**src/rtl/cpu_exec_commit_if.sv**
```systemverilog
// Bundle of the ALU-side op, writeback beat and fetch redirect signals of the
// commit stage. The slave view belongs to the stage, the master view to its neighbours.
interface cpu_exec_commit_if #(
  parameter int XLEN = 32
);
  logic            in_valid_i;
  logic            in_ready_o;
  logic [XLEN-1:0] pc_i;
  logic [XLEN-1:0] imm_i;
  logic [XLEN-1:0] alu_res_i;
  logic            cmp_eq_i;
  logic            cmp_lt_i;
  logic [2:0]      funct3_i;
  logic            is_branch_i;
  logic            is_jal_i;
  logic            is_jalr_i;
  logic [4:0]      rd_i;
  logic            wr_en_i;
  logic            out_valid_o;
  logic            out_ready_i;
  logic [4:0]      out_rd_o;
  logic [XLEN-1:0] out_data_o;
  logic            out_wr_en_o;
  logic            redirect_valid_o;
  logic [XLEN-1:0] redirect_pc_o;
  logic            misalign_o;

  modport slave (
    input  in_valid_i, pc_i, imm_i, alu_res_i, cmp_eq_i, cmp_lt_i, funct3_i,
           is_branch_i, is_jal_i, is_jalr_i, rd_i, wr_en_i, out_ready_i,
    output in_ready_o, out_valid_o, out_rd_o, out_data_o, out_wr_en_o,
           redirect_valid_o, redirect_pc_o, misalign_o
  );

  modport master (
    output in_valid_i, pc_i, imm_i, alu_res_i, cmp_eq_i, cmp_lt_i, funct3_i,
           is_branch_i, is_jal_i, is_jalr_i, rd_i, wr_en_i, out_ready_i,
    input  in_ready_o, out_valid_o, out_rd_o, out_data_o, out_wr_en_o,
           redirect_valid_o, redirect_pc_o, misalign_o
  );
endinterface

```
**src/rtl/cpu_exec_commit.sv**
```systemverilog
// Execute/commit stage: resolves branches and jumps, forms the writeback beat and
// buffers it in a main + skid register pair; pulses a fetch redirect or misalign flag.
module cpu_exec_commit #(
  parameter int XLEN = 32
) (
  input  logic              clk_i,
  input  logic              rst_ni,
  cpu_exec_commit_if.slave  bus
);

  logic            main_valid_q, main_valid_d;
  logic [4:0]      main_rd_q, main_rd_d;
  logic [XLEN-1:0] main_data_q, main_data_d;
  logic            main_we_q, main_we_d;
  logic            skid_valid_q, skid_valid_d;
  logic [4:0]      skid_rd_q, skid_rd_d;
  logic [XLEN-1:0] skid_data_q, skid_data_d;
  logic            skid_we_q, skid_we_d;
  logic            redirect_valid_q, redirect_valid_d;
  logic [XLEN-1:0] redirect_pc_q, redirect_pc_d;
  logic            misalign_q, misalign_d;
  logic            in_ready_q, in_ready_d;

  logic            accept;
  logic            is_jump;
  logic            br_cond;
  logic            taken;
  logic [XLEN-1:0] raw_target;
  logic [XLEN-1:0] target;
  logic            mis_now;
  logic [XLEN-1:0] wb_data;
  logic            wb_we;
  logic            push;
  logic            drain;

  always_comb begin
    accept  = bus.in_valid_i && in_ready_q;
    is_jump = bus.is_jal_i || bus.is_jalr_i;
    case (bus.funct3_i)
      3'b000:         br_cond = bus.cmp_eq_i;
      3'b001:         br_cond = !bus.cmp_eq_i;
      3'b100, 3'b110: br_cond = bus.cmp_lt_i;
      3'b101, 3'b111: br_cond = !bus.cmp_lt_i;
      default:        br_cond = 1'b0;
    endcase
    taken      = is_jump || (bus.is_branch_i && br_cond);
    raw_target = bus.is_jalr_i ? bus.alu_res_i : bus.pc_i + bus.imm_i;
    target     = {raw_target[XLEN-1:1], 1'b0};
    // A target with bit 1 set cannot be fetched; the beat still retires, without writing rd.
    mis_now    = taken && target[1];
    wb_data    = is_jump ? bus.pc_i + XLEN'(4) : bus.alu_res_i;
    wb_we      = bus.wr_en_i && (bus.rd_i != 5'd0) && !mis_now;
    push       = accept && !bus.is_branch_i;
    drain      = main_valid_q && bus.out_ready_i;
  end

  always_comb begin
    main_valid_d = main_valid_q;
    main_rd_d    = main_rd_q;
    main_data_d  = main_data_q;
    main_we_d    = main_we_q;
    skid_valid_d = skid_valid_q;
    skid_rd_d    = skid_rd_q;
    skid_data_d  = skid_data_q;
    skid_we_d    = skid_we_q;
    if (!main_valid_q || drain) begin
      // Skid is only occupied while in_ready is low, so it never competes with push.
      if (skid_valid_q) begin
        main_valid_d = 1'b1;
        main_rd_d    = skid_rd_q;
        main_data_d  = skid_data_q;
        main_we_d    = skid_we_q;
        skid_valid_d = 1'b0;
      end else if (push) begin
        main_valid_d = 1'b1;
        main_rd_d    = bus.rd_i;
        main_data_d  = wb_data;
        main_we_d    = wb_we;
      end else begin
        main_valid_d = 1'b0;
      end
    end else if (push) begin
      skid_valid_d = 1'b1;
      skid_rd_d    = bus.rd_i;
      skid_data_d  = wb_data;
      skid_we_d    = wb_we;
    end
  end

  always_comb begin
    redirect_valid_d = accept && taken && !mis_now;
    misalign_d       = accept && mis_now;
    redirect_pc_d    = (accept && taken) ? target : redirect_pc_q;
    in_ready_d       = !skid_valid_d && !redirect_valid_d && !misalign_d;
  end

  always_ff @(posedge clk_i or negedge rst_ni) begin
    if (!rst_ni) begin
      main_valid_q     <= 1'b0;
      main_rd_q        <= '0;
      main_data_q      <= '0;
      main_we_q        <= 1'b0;
      skid_valid_q     <= 1'b0;
      skid_rd_q        <= '0;
      skid_data_q      <= '0;
      skid_we_q        <= 1'b0;
      redirect_valid_q <= 1'b0;
      redirect_pc_q    <= '0;
      misalign_q       <= 1'b0;
      in_ready_q       <= 1'b0;
    end else begin
      main_valid_q     <= main_valid_d;
      main_rd_q        <= main_rd_d;
      main_data_q      <= main_data_d;
      main_we_q        <= main_we_d;
      skid_valid_q     <= skid_valid_d;
      skid_rd_q        <= skid_rd_d;
      skid_data_q      <= skid_data_d;
      skid_we_q        <= skid_we_d;
      redirect_valid_q <= redirect_valid_d;
      redirect_pc_q    <= redirect_pc_d;
      misalign_q       <= misalign_d;
      in_ready_q       <= in_ready_d;
    end
  end

  assign bus.in_ready_o       = in_ready_q;
  assign bus.out_valid_o      = main_valid_q;
  assign bus.out_rd_o         = main_rd_q;
  assign bus.out_data_o       = main_data_q;
  assign bus.out_wr_en_o      = main_we_q;
  assign bus.redirect_valid_o = redirect_valid_q;
  assign bus.redirect_pc_o    = redirect_pc_q;
  assign bus.misalign_o       = misalign_q;

endmodule

```
**src/flat_wrapper.sv**
```systemverilog
// flat-port wrapper written by rule: the top's interface ports become plain ports
module cpu_exec_commit_flat 
#(
  parameter int XLEN = 32
)
  (clk_i, rst_ni, bus_in_valid_i, bus_pc_i, bus_imm_i, bus_alu_res_i, bus_cmp_eq_i, bus_cmp_lt_i, bus_funct3_i, bus_is_branch_i, bus_is_jal_i, bus_is_jalr_i, bus_rd_i, bus_wr_en_i, bus_out_ready_i, bus_in_ready_o, bus_out_valid_o, bus_out_rd_o, bus_out_data_o, bus_out_wr_en_o, bus_redirect_valid_o, bus_redirect_pc_o, bus_misalign_o);
  cpu_exec_commit_if #(.XLEN(XLEN)) bus_i ();
  input  logic clk_i;
  input  logic rst_ni;
  input wire logic [$bits(bus_i.in_valid_i)-1:0] bus_in_valid_i;
  input wire logic [$bits(bus_i.pc_i)-1:0] bus_pc_i;
  input wire logic [$bits(bus_i.imm_i)-1:0] bus_imm_i;
  input wire logic [$bits(bus_i.alu_res_i)-1:0] bus_alu_res_i;
  input wire logic [$bits(bus_i.cmp_eq_i)-1:0] bus_cmp_eq_i;
  input wire logic [$bits(bus_i.cmp_lt_i)-1:0] bus_cmp_lt_i;
  input wire logic [$bits(bus_i.funct3_i)-1:0] bus_funct3_i;
  input wire logic [$bits(bus_i.is_branch_i)-1:0] bus_is_branch_i;
  input wire logic [$bits(bus_i.is_jal_i)-1:0] bus_is_jal_i;
  input wire logic [$bits(bus_i.is_jalr_i)-1:0] bus_is_jalr_i;
  input wire logic [$bits(bus_i.rd_i)-1:0] bus_rd_i;
  input wire logic [$bits(bus_i.wr_en_i)-1:0] bus_wr_en_i;
  input wire logic [$bits(bus_i.out_ready_i)-1:0] bus_out_ready_i;
  output wire logic [$bits(bus_i.in_ready_o)-1:0] bus_in_ready_o;
  output wire logic [$bits(bus_i.out_valid_o)-1:0] bus_out_valid_o;
  output wire logic [$bits(bus_i.out_rd_o)-1:0] bus_out_rd_o;
  output wire logic [$bits(bus_i.out_data_o)-1:0] bus_out_data_o;
  output wire logic [$bits(bus_i.out_wr_en_o)-1:0] bus_out_wr_en_o;
  output wire logic [$bits(bus_i.redirect_valid_o)-1:0] bus_redirect_valid_o;
  output wire logic [$bits(bus_i.redirect_pc_o)-1:0] bus_redirect_pc_o;
  output wire logic [$bits(bus_i.misalign_o)-1:0] bus_misalign_o;
  assign bus_i.in_valid_i = bus_in_valid_i;
  assign bus_i.pc_i = bus_pc_i;
  assign bus_i.imm_i = bus_imm_i;
  assign bus_i.alu_res_i = bus_alu_res_i;
  assign bus_i.cmp_eq_i = bus_cmp_eq_i;
  assign bus_i.cmp_lt_i = bus_cmp_lt_i;
  assign bus_i.funct3_i = bus_funct3_i;
  assign bus_i.is_branch_i = bus_is_branch_i;
  assign bus_i.is_jal_i = bus_is_jal_i;
  assign bus_i.is_jalr_i = bus_is_jalr_i;
  assign bus_i.rd_i = bus_rd_i;
  assign bus_i.wr_en_i = bus_wr_en_i;
  assign bus_i.out_ready_i = bus_out_ready_i;
  assign bus_in_ready_o = bus_i.in_ready_o;
  assign bus_out_valid_o = bus_i.out_valid_o;
  assign bus_out_rd_o = bus_i.out_rd_o;
  assign bus_out_data_o = bus_i.out_data_o;
  assign bus_out_wr_en_o = bus_i.out_wr_en_o;
  assign bus_redirect_valid_o = bus_i.redirect_valid_o;
  assign bus_redirect_pc_o = bus_i.redirect_pc_o;
  assign bus_misalign_o = bus_i.misalign_o;
  cpu_exec_commit #(.XLEN(XLEN)) u_core (.clk_i(clk_i), .rst_ni(rst_ni), .bus(bus_i));
endmodule
```
**config.mk**
```make
export PLATFORM = sky130hd
export DESIGN_NAME = cpu_exec_commit_flat
export DESIGN_NICKNAME = d
export VERILOG_FILES = /design/src/rtl/cpu_exec_commit_if.sv /design/src/rtl/cpu_exec_commit.sv /design/src/flat_wrapper.sv
export SDC_FILE = /design/constraint.sdc
export NUM_CORES = 1
export LEC_CHECK = 0
export BUFFER_PORTS_ARGS = -buffer_cell sky130_fd_sc_hd__buf_2
export CAP_MARGIN = 20
export CORE_AREA = 2 2 151 94
export DETAILED_ROUTE_END_ITERATION = 7
export DIE_AREA = 0 0 153 96
export HOLD_SLACK_MARGIN = 0.12
export PLACE_DENSITY_LB_ADDON = 0.1
export SETUP_SLACK_MARGIN = 0.05
export SYNTH_ARGS = -nofsm -noshare
export SYNTH_HDL_FRONTEND = slang
export SYNTH_SLANG_ARGS = --single-unit
```
**constraint.sdc**
```tcl
create_clock -name clk_i -period 3.8 [get_ports clk_i]
set_input_delay 0.38 -clock clk_i [delete_from_list [all_inputs] [get_ports clk_i]]
set_output_delay 0.38 -clock clk_i [all_outputs]
set_load 0.01 [all_outputs]
```
==> results summary, run 1 <==
The flow ran to the end, and the final reports show no timing, DRC or antenna violations. The total setup buffers inserted after CTS is 0. Synthesis inferred 112 register bits. The total count of hold-check failures in the final report came out at 0. After the last flow step, the layout net total stands at 1153. The weighted congestion reported at the end of routability-driven placement came out at 0.955. The yosys synthesis warning count is 0. Counting tap cells, the placed design contains a total of between 1000 and 1500 instances. The worst setup path is of the in2reg kind. The mean number of vias per cell came out at 5.85. Buffers placed on the I/O ports in this run total 186. The clock edge transition at the registers on the reported setup and hold paths is 0.08 ns. The total length of routed wires came out at 22200 um. The root buffer cell chosen for the clock tree is sky130_fd_sc_hd__clkbuf_16.

The core region is 13300 um^2. The share of final-layout standard cells stronger than drive strength 1 is about 25%. The via count is 6952. Across every metal layer, demand over resource in global routing totals a little under a third. The count of cells in the finished layout, fillers not included, comes to 1188. The number of hold buffers added after CTS is 0. In this run the worst hold path is classified as in2async.

The filler cell count in the final layout came out at between 1000 and 1500. The maximum clock skew at final layout came out at 0.00734 ns. The met3 wirelength from detailed routing came out at 2070 um. The number of detailed-route iterations in the first pass came out at 5. The count of routing violations after the opening detailed-route iteration is ~530.

The die width came out at 153 um. Setup violations remaining at the end of the flow were counted as 0. The worst setup path is launched from a primary input. The detailed-routing wirelength on met1 came out at 10600 um. The time the final worst path needs with I/O delays and setup came out at 2.79 ns. The proportion of register bits with asynchronous set or reset after synthesis came out at 100%. The number of global-route vias before repair is 6276. The largest driver fanout on the critical path came out at 6. The worst ir drop on vdd came out at 0.299 mV.

The clock passes through at most 2 buffers. The global-route wire length before repair is between 30000 and 40000 um. The post-synth net total came out at 992. The slew at the pin with the worst max-slew slack is between 1 and 1.5 ns. The clock net in this run drives a total of around 110 sinks. The clock insertion delay at the later pin of the skew report is 0.35 ns. For this design the static power due to leakage is 0.00410 uW. The longest individual stage delay on the worst path is 0.56 ns. The mean post-synth cell area is roughly 8.5 um^2. After detailed routing, the met2 layer carries 9140 um of wire. The element type at the critical path end is a flip-flop. Entering global routing, the biggest net connects 62 pins. The vertical extent of the die came out at 96 um. The post-detailed-placement half-perimeter wirelength is between 15000 and 20000 um. The number of placed I/O pins is 188. The worst register-to-register path begins at u_core.bus.out_valid_o.

The uppermost metal layer occupied by signal nets is met4. The count of flip-flops with a built-in enable after synthesis came out at 0. The relative slew slack is between 20% and 30%. The timing startpoint of the critical path is bus_pc_i[8]. The number of H-tree branching levels came out at 3. Setup repair after global routing left no endpoint under its margin. For this run the aggregate overflow at the end of global routing stands at 0. Hold is met by 0.127 ns. The number of unique standard cell types used by synthesis is 56. Walking the worst path, the cells encountered are buf_2 > ha_1 > a211oi_1 > o211ai_1 > a21boi_0 > nor4_1 > a311oi_1 > o21ai_0 > xnor2_1 > o22ai_1. Once the floorplan was initialized, standard cells occupied a little over half of the core.

The sequential-to-total area share from yosys stat came out at just under 40%. The maximum clock frequency came out at 359 MHz. Synthesis handed over a netlist of roughly 850 instances. The critical path data arrival time is 2.98 ns. The site row count is 33. The detail route stage leaves a number of antenna-violating nets equal to 0. The slowest stage of the critical path belongs to the cell sky130_fd_sc_hd__a311oi_1. The count of max-cap constraint violations came out at 0. The routed length per instance is 18.7 um. The overall power came out at 4000 uW. The portion of the clock cycle consumed by the worst path in the final layout is between 70% and 80%.

The final-report max-slew violation count came out at 0. In the synthesized netlist the dominant register cell turns out to be sky130_fd_sc_hd__dfrtp_1. From synthesis to final layout, the design area changed by 19.1%. The post-cts resize count came out at 0. The power per standard cell area is about 460 nW/um^2. The number of antenna violations at the first check in global routing is 1. TritonCTS built the clock tree. The cell area that synthesis handed to floorplanning was a little over 7000 um^2. The total negative slack is 0 ns. The number of design rule violations left after detail routing came out at 0.

The number of CTS-inserted buffers is 9. The required time of the critical path is about 4.0 ns. The full die area is 14700 um^2.
-- cell type report --
type / count / area, um^2 / area share (%)
sequential: 112 / 2800 / 32.6
inverter: 11 / 41.3 / 0.480
timing repair buffer: 195 / 1010 / 11.8
antenna: 1 / 2.50 / 0.0291
tap: 175 / 219 / 2.54
clock inverter: 7 / 72.6 / 0.843
clock buffer: 9 / 225 / 2.62
multi-input combinational: 678 / 4230 / 49.1
-- registers in the layout (all words and copies together) (netlist names) --
register,count
u_core.bus.misalign_o,1
u_core.skid_valid_q,1
u_core.skid_rd_q,5
u_core.bus.out_rd_o,5
u_core.bus.redirect_pc_o,31
u_core.bus.out_wr_en_o,1
u_core.bus.out_valid_o,1
u_core.bus.in_ready_o,1
u_core.bus.out_data_o,32
u_core.skid_we_q,1
u_core.skid_data_q,32
u_core.bus.redirect_valid_o,1
-- placed cells by master, fill, tap and decap left out, types with 24 or more instances in the layout --
cell type	Yosys	routed
sky130_fd_sc_hd__dfrtp_1	112	111
sky130_fd_sc_hd__nor2_1	70	69
sky130_fd_sc_hd__o21ai_0	91	91
sky130_fd_sc_hd__and3_1	25	25
sky130_fd_sc_hd__nand3_1	24	24
sky130_fd_sc_hd__xor2_1	33	33
sky130_fd_sc_hd__ha_1	31	31
sky130_fd_sc_hd__buf_2	0	185
sky130_fd_sc_hd__a21oi_1	93	93
sky130_fd_sc_hd__xnor2_1	25	25
sky130_fd_sc_hd__nand2_1	121	121
-- worst max-delay path: cells and delay by family --
family / cells / cell delay (ns)
compound gates: 6 / 1.78
fa+ha+maj: 1 / 0.35
xor+xnor: 1 / 0.23
buf+inv: 1 / 0.13
simple gates: 1 / 0.09
-- worst paths after layout --
path	slack, ns	depth (start not counted)	end
min in group clk_i	0.28	2	u_core.skid_rd_q[0]
worst max register to register	1.50	3	u_core.skid_data_q[27]
worst min-delay path	0.13	1	u_core.bus.redirect_pc_o[25]
worst max-delay path	1.01	10	u_core.bus.redirect_pc_o[25]
max in group asynchronous	2.92	2	u_core.skid_data_q[10]
worst min register to register	0.48	2	u_core.skid_data_q[18]
-- layer usage --
layer / up-vias / GRT usage, %
li1: 3341 / -
met1: 3268 / 46.7
met2: 316 / 44.2
met3: 27 / 6.17
met4: 0 / 7.64
met5: - / 0
-- per-stage QoR --
| stage | instance area [um^2] | util [%] | worst slack [ns] |
|---|---|---|---|
| floorplan | 7230 | - | 1.23 |
| global placement | 8310 | 62.3 | 0.741 |
| detailed placement | 8310 | 62.3 | 0.755 |
| CTS | 8600 | 64.5 | 1.13 |
| global route | 8600 | 64.5 | 0.847 |
| finish | 8610 | 64.5 | 1.01 |
-- kinds of logic after synthesis --
kind of cell | after synthesis | synth area share [%]
other cells | 1 | 0.0519
flops | 112 | 38.8
buf+inv | 56 | 2.96
mux | 46 | 6.77
simple gates | 284 | 18.3
fa+ha+maj | 32 | 5.65
xor+xnor | 58 | 7.03
compound gates | 257 | 20.5
-- cell usage after synthesis (all sizes together), types with 3 or more instances --
| cell | number | share of area, % |
|---|---|---|
| nor2 | 70 | 3.6 |
| mux2 | 23 | 3.6 |
| xnor2 | 25 | 3.0 |
| o21ai | 98 | 6.8 |
| nand3 | 24 | 1.7 |
| nor3 | 6 | 0.57 |
| a21oi | 93 | 6.4 |
| and2 | 3 | 0.26 |
| nand4 | 11 | 1.2 |
| o21bai | 4 | 0.42 |
| nor4 | 7 | 0.81 |
| clkbuf | 42 | 2.2 |
| mux2i | 23 | 3.2 |
| nand2 | 121 | 6.3 |
| ha | 31 | 5.4 |
| and3 | 26 | 2.3 |
| a31oi | 6 | 0.52 |
| or4 | 3 | 0.36 |
| or3 | 4 | 0.35 |
| buf | 3 | 0.21 |
| o22ai | 5 | 0.43 |
| inv | 11 | 0.57 |
| dfrtp | 112 | 39 |
| xor2 | 33 | 4.0 |
| a221o | 3 | 0.42 |
| a21o | 15 | 1.6 |
| o211ai | 4 | 0.42 |
| o31ai | 14 | 1.6 |
-- report_power, final --
group,switching [uW],leakage [uW],internal [uW]
clock,501,0.000149,469
combinational,752,0.00256,548
sequential,190,0.00139,1540
total,1440,0.00410,2550
Note: power is estimated with default switching activity, not from simulation.
==> run 2: changes to the inputs <==
--- a/config.mk
+++ b/config.mk
@@ -7,9 +7,9 @@
 export LEC_CHECK = 0
 export BUFFER_PORTS_ARGS = -buffer_cell sky130_fd_sc_hd__buf_2
 export CAP_MARGIN = 20
-export CORE_AREA = 2 2 151 94
+export CORE_AREA = 2 2 160 100
 export DETAILED_ROUTE_END_ITERATION = 7
-export DIE_AREA = 0 0 153 96
+export DIE_AREA = 0 0 162 102
 export HOLD_SLACK_MARGIN = 0.12
 export PLACE_DENSITY_LB_ADDON = 0.1
 export SETUP_SLACK_MARGIN = 0.05
==> constraint.sdc (replaced) <==
create_clock -name clk_i -period 2.26 [get_ports clk_i]
set_input_delay 0.226 -clock clk_i [delete_from_list [all_inputs] [get_ports clk_i]]
set_output_delay 0.226 -clock clk_i [all_outputs]
set_load 0.01 [all_outputs]
==> run 2 against run 1 <==
- final area increased by 13%
- clock skew increased by 0.0044 ns
- via count increased by 6.9%
- setup slack got worse by 0.95 ns
- largest power group unchanged
- highest routed layer unchanged
==> results summary, run 2 (synthesis results as in run 1) <==
The count of routing violations after the opening detailed-route iteration came out at 580. Setup violations remaining at the end of the flow were counted as 0. The signed area change from the synthesized netlist to the final layout is 34.1%. The site row count is 35.

The longest individual stage delay on the worst path came out at 0.38 ns. In the finished design, the share of the clock period the worst path needs comes to 97.2%. For this run, the number of standard cells in the final layout without fillers is between 1000 and 1500. The global-route wire length before repair is 36200 um. The relative slew slack came out at 52.3%.

The category of the worst setup path launch point is a primary input. The clock edge transition at the registers on the reported setup and hold paths is 0.09 ns. The time the final worst path needs with I/O delays and setup came out at between 2 and 2.5 ns. Setup slack closes at roughly 0.064 ns. The die width is around 160 um. The clock insertion delay at the later pin of the skew report is 0.36 ns. Clock tree synthesis selected as its root buffer the cell sky130_fd_sc_hd__clkbuf_16. Along the worst hold path, the cell count comes to 2. The worst ir drop on vdd came out at 0.447 mV.

The number of inserted diodes is 0. Across all register-to-register paths, the minimum setup slack is 0.42 ns. Counting tap cells, the placed design contains a total of 1309 instances. The worst setup path is of the in2reg kind. The critical register-to-register path endpoint is u_core.bus.out_data_o[16]. The number of H-tree branching levels came out at 3. In this run the remaining antenna-violating nets after routing total 0. The vertical extent of the die is a little over 100 um.

The final-report max-slew violation count came out at 0. The leakage dissipation came out at 0.00470 uW. The library cell used most frequently in the layout, excluding fill and tap cells, is sky130_fd_sc_hd__buf_2. The post-layout net count is between 1000 and 1500. The signal on the critical path passes through buf_6 > and2_4 > fa_2 > a21o_1 > a221oi_4 > nor4_2 > a211o_1 > a21oi_2 > a31oi_2 > a21o_1 > a21oi_1.

Entering global routing, the biggest net connects 59 pins. The clock passes through at most 2 buffers. The overall track demand over capacity in global routing came out at between 20 and 30%. The critical path data arrival time came out at around 2.5 ns. After detailed routing, the number of vias per cell comes to 5.58. The total negative slack came out at 0 ns. The weighted congestion reported at the end of routability-driven placement is 0.943. The number of detailed-route iterations in the first pass came out at 5.

The number of CTS-inserted buffers is 9. The number of antenna violations at the first check in global routing came out at 1. On the final layout, the worst clock skew is about 0.012 ns. The initial utilization of the core area, before any placement, comes to 48.2%. The count of max-cap constraint violations came out at 0.

The path with the worst hold slack has its endpoint at u_core.skid_rd_q[3]. The cell type of the slowest stage on the worst timing path is sky130_fd_sc_hd__a221oi_4. Static timing analysis puts the maximum clock frequency at 455 MHz. The run finished with clean final reports.

The total number of clock tree sinks is 112. In this run the power density over the cells is 731 nW/um^2. The post-detailed-placement half-perimeter wirelength came out at 18500 um. The total count of hold-check failures in the final report is 0.

The routed length per instance is ~18 um. The number of global-route vias before repair was 6695. Counting stages on the worst path, the most repeated cell is sky130_fd_sc_hd__a21o_1. The number of design rule violations left after detail routing came out at 0.

The number of placed I/O pins is 188. The origin of the worst min-delay path is bus_rd_i[3]. The via count is 7433. During placement, the flow inserted port buffers numbering 186.

The required time of the critical path is 2.55 ns. The largest driver fanout on the critical path is 4. The full die area came out at around 17000 um^2. The total length of routed wires came out at approximately 24000 um.

TritonCTS built the clock tree. The floorplan core area came out at 15000 um^2. The reg-to-reg critical path startpoint is u_core.bus.in_ready_o.

In the layout the commonest cells are 183 x sky130_fd_sc_hd__buf_2, 121 x sky130_fd_sc_hd__nand2_1, 118 x sky130_fd_sc_hd__buf_4. The overall power came out at approximately 7000 uW. The slew at the pin with the worst max-slew slack is 0.715 ns. Setup repair after global routing could not meet its margin everywhere.

The element type at the critical path end is a flip-flop. The path depth of the worst reg2reg path is 5. The share of final-layout standard cells stronger than drive strength 1 is about 33%. The remaining global-route overflow came out at 0. The setup slack at placement is -0.325 ns.

The path class of the tightest hold or removal check is in2reg.
run 2: cell count changes in the layout (fill, tap and decap cells not counted), moves of 2 or more:
cell,before,now
sky130_fd_sc_hd__nor2_1,69,67
sky130_fd_sc_hd__buf_12,1,5
sky130_fd_sc_hd__buf_6,0,2
sky130_fd_sc_hd__clkinv_8,1,3
sky130_fd_sc_hd__buf_4,9,118
sky130_fd_sc_hd__dlygate4sd3_1,0,4
sky130_fd_sc_hd__nor2_2,0,2
sky130_fd_sc_hd__buf_2,185,183
sky130_fd_sc_hd__a21oi_2,0,3
sky130_fd_sc_hd__a21oi_1,93,90
run 2: worst max path at each step:
stage	startpoint	endpoint	slack (ns)
4_1_cts	bus_imm_i[0]	u_core.bus.redirect_pc_o[30]	0.06
6_report	bus_imm_i[0]	u_core.bus.redirect_pc_o[30]	0.06
3_3_place_gp	bus_imm_i[0]	u_core.bus.redirect_pc_o[30]	-0.29
2_1_floorplan	bus_imm_i[0]	u_core.bus.redirect_pc_o[26]	0.03
5_1_grt	bus_imm_i[4]	u_core.bus.redirect_pc_o[27]	0.00008
3_5_place_dp	bus_imm_i[0]	u_core.bus.redirect_pc_o[30]	-0.32
run 2: worst max-delay path: cells and delay by family:
| kind | cells | cell delay, ns |
|---|---|---|
| AND/OR/NAND/NOR | 2 | 0.20 |
| adder cells (fa/ha/maj) | 1 | 0.34 |
| AO/OA/AOI/OAI | 7 | 1.62 |
| buffers and inverters | 1 | 0.09 |
run 2: final cells by class:
cell class / count / area, um^2
inverters: 11 / 41.3
well taps: 203 / 254
clock buffers: 9 / 225
flip-flops and latches: 112 / 2800
repair buffers: 313 / 1990
fillers: 1373 / 5290
clock inverters: 7 / 95.1
multi-input cells: 678 / 4280
run 2: stage by stage:
stage               utilization (%)  hold slack, ns  cell area, um^2
CTS                            64.2           0.126             9620
global placement               61.6           0.259             9230
floorplan                         -         -0.0696             7250
detailed placement             61.8           0.262             9260
global route                   64.7           0.129             9690
finish                         64.7           0.130             9690
run 2: power breakdown:
group	switching [uW]	leakage, uW	internal, uW	total [uW]
Combinational	1330	0.00316	1140	2470
Sequential	322	0.00139	2590	2910
Clock	896	0.000151	810	1710
run 2: per-layer routing:
metal	part of all wire, %	GRT usage, %	vias to the layer above
met5	0	0	-
met2	42	42.1	347
li1	-	-	3564
met4	0.98	5.72	0
met1	47	42.4	3502
met3	9.8	7.51	20
run 2: repair_timing:
item                                   CTS  global route
setup endpoints to repair                1            12
buffers inserted                         0             4
hold buffers                             4             0
resized for setup                        0            10
gates cloned                             0             0
endpoints found under the hold margin   43             0
pin swaps                                1             6
==> run 3: changes to the inputs <==
--- a/config.mk
+++ b/config.mk
@@ -11,8 +11,10 @@
 export DETAILED_ROUTE_END_ITERATION = 7
 export DIE_AREA = 0 0 162 102
 export HOLD_SLACK_MARGIN = 0.12
-export PLACE_DENSITY_LB_ADDON = 0.1
+export PLACE_DENSITY = 0.87
 export SETUP_SLACK_MARGIN = 0.05
+export SKIP_CTS_REPAIR_TIMING = 1
 export SYNTH_ARGS = -nofsm -noshare
 export SYNTH_HDL_FRONTEND = slang
 export SYNTH_SLANG_ARGS = --single-unit
+export TNS_END_PERCENT = 1
==> run 3 against run 2 <==
- count of clock-buffer cells in the layout rose by 3
- cell count fell by 1.2%
- die area did not move
- via count rose by 2.7%
- critical path depth did not move
- clock skew fell by 0.0036 ns
- non-clock buffer count fell by 16
- final area fell by 2.0%
- wire length rose by 3.2%
- highest routed layer is now met5
- critical endpoint is now u_core.bus.redirect_pc_o[31]
- clock power fell by 6%
- largest cell class unchanged
- register-to-register slack improved by 0.17 ns
- core utilization fell by 1.3 points
==> results summary, run 3 (synthesis results as in run 1) <==
The flow ran to the end, and the final reports show no timing, DRC or antenna violations. Setup repair after global routing could not meet its margin everywhere. The remaining global-route overflow is 0. The filler cell count in the final layout is 1309. The signed area change from the synthesized netlist to the final layout is 31.4%. Setup violations remaining at the end of the flow were counted as 0. The clock insertion delay at the later pin of the skew report is 0.36 ns. The start-to-end type of the worst setup path is in2reg. The worst path in the final design needs a cycle of 2.14 ns, including I/O delays and setup. The site row count came out at 35. The number of inserted diodes is 0. At the end of the flow, the number of nets in the layout was 1255. Of the cells placed in the final design, the portion with a size suffix greater than 1 is a little under a third. The category of the worst setup path launch point is a primary input.

The final-report max-slew violation count is 0. The maximum clock skew at final layout is between 0.008 and 0.009 ns. In the post-route analysis, the smallest setup slack over all paths is between 0.1 and 0.15 ns. The starting density of the core is 48.2%. In this run the tightest slew margin relative to its limit is 63.0%. The maximum clock frequency came out at 467 MHz. The number of placed I/O pins came out at 188.

The slew at the pin with the worst max-slew slack is between 0.5 and 0.6 ns. The combined area of the multi-input logic cells is between 4000 and 5000 um^2. After floorplanning, the core was sized to cover 15000 um^2. The total length of routed wires is 24500 um. The core occupancy in the finished layout came out at 63.4%.

The leakage dissipation is 0.00459 uW. The number of detailed-route iterations in the first pass is 5. The final route contains between 7000 and 8000 vias.

The floorplan step defined a die boundary enclosing 16500 um^2. Prior to clock tree synthesis, the placed netlist has a worst setup slack of -0.291 ns. The mean number of vias per cell came out at a little under 6.

The number of design rule violations left after detail routing came out at 0. The power per standard cell area came out at 737 nW/um^2. The post-detailed-placement half-perimeter wirelength came out at 19300 um.

The element type at the critical path end is a flip-flop. The number of nets with antenna violations after detailed routing came out at 0. The class of the most critical hold timing path is in2reg.

The count of max-cap constraint violations came out at 0. Across every metal layer, demand over resource in global routing totals 30.1%. The clock edge transition at the registers on the reported setup and hold paths is 0.08 ns. The global-route wire length before repair is 38500 um.

The count of routing violations after the opening detailed-route iteration is 785. The overall power is approximately 7000 uW. The number of global-route vias before repair was 7153. No sink is reached through more buffers than the 2 on the longest clock path. The total negative slack came out at 0 ns.

The number of H-tree branching levels is 3. The number of antenna violations at the first check in global routing is 1. Leaving out fill and tap cells, the most frequent cells in the layout are 185 x sky130_fd_sc_hd__buf_2, 121 x sky130_fd_sc_hd__nand2_1, 111 x sky130_fd_sc_hd__dfrtp_1. The reg2reg setup slack came out at 0.59 ns. The largest driver fanout on the critical path is 3. The tree is rooted in a sky130_fd_sc_hd__clkbuf_16. The total count of hold-check failures in the final report came to 0. The critical path data arrival time is 2.37 ns. During placement, the flow inserted port buffers numbering 186. The area taken by flip-flops and latches came out at between 2000 and 3000 um^2. TritonCTS built the clock tree. Entering global routing, the biggest net connects 59 pins. The worst ir drop on vdd is roughly 0.4 mV. The tree built by TritonCTS fans out to 112 sinks.

The congestion estimate from routability-driven global placement came to ~0.95. The number of CTS-inserted buffers came out at 9. The leading cell type in the layout, fill and taps excluded is sky130_fd_sc_hd__buf_2.

The portion of the clock cycle consumed by the worst path in the final layout is a little over nine tenths. The vertical extent of the die came out at slightly above 100 um. The required time of the critical path came out at 2.49 ns. The die width is 162 um. After detailed routing, the average wire length per cell comes to 18.6 um.
## run 3: layout make-up
cell class	instances	area share [%]
Clock inverter	4	0.395
Sequential cell	112	29.5
Inverter	11	0.435
Clock buffer	12	2.60
Timing Repair Buffer	297	19.3
Multi-Input combinational cell	678	45.1
Tap cell	203	2.68
## run 3: worst paths after layout
check,startpoint,end,cells after the start
worst min register to register,u_core.skid_data_q[17],u_core.skid_data_q[17],2
worst max-delay path,bus_pc_i[4],u_core.bus.redirect_pc_o[31],11
worst min-delay path,bus_rd_i[1],u_core.skid_rd_q[1],2
worst max register to register,u_core.bus.in_ready_o,u_core.bus.redirect_pc_o[31],5
min in group asynchronous,rst_ni,u_core.bus.out_data_o[25],2
max in group asynchronous,rst_ni,u_core.skid_valid_q,3
## run 3: critical path: stages
cell and delay, ns:
sky130_fd_sc_hd__buf_2 0.11, sky130_fd_sc_hd__ha_1 0.34, sky130_fd_sc_hd__a21o_1 0.20, sky130_fd_sc_hd__a21oi_1 0.09, sky130_fd_sc_hd__o221a_2 0.29, sky130_fd_sc_hd__nor2_1 0.21, sky130_fd_sc_hd__a311oi_1 0.14, sky130_fd_sc_hd__buf_4 0.16
sky130_fd_sc_hd__a31oi_2 0.26, sky130_fd_sc_hd__mux2i_1 0.24, sky130_fd_sc_hd__nand4_1 0.11
## run 3: stage by stage
stage | instance area (um^2) | hold slack (ns) | std cells
after CTS | 9450 | -0.150 | 1316
after global placement | 9170 | 0.228 | 1300
after global routing | 9490 | 0.142 | 1317
after floorplan | 7240 | -0.0696 | 846
after detailed placement | 9170 | 0.231 | 1300
final | 9490 | 0.137 | 1317
## run 3: power breakdown
part	switching, uW	internal, uW
Clock	806	801
Sequential	366	2590
Combinational	1340	1100
## run 3: routing by layer
metal | vias to the layer above | track usage (%) | routed length (um)
met4 | 2 | 7.69 | 431
met2 | 407 | 45.3 | 10500
li1 | 3542 | - | -
met1 | 3642 | 44.3 | 11200
met3 | 41 | 6.33 | 2340
met5 | - | 0 | 13
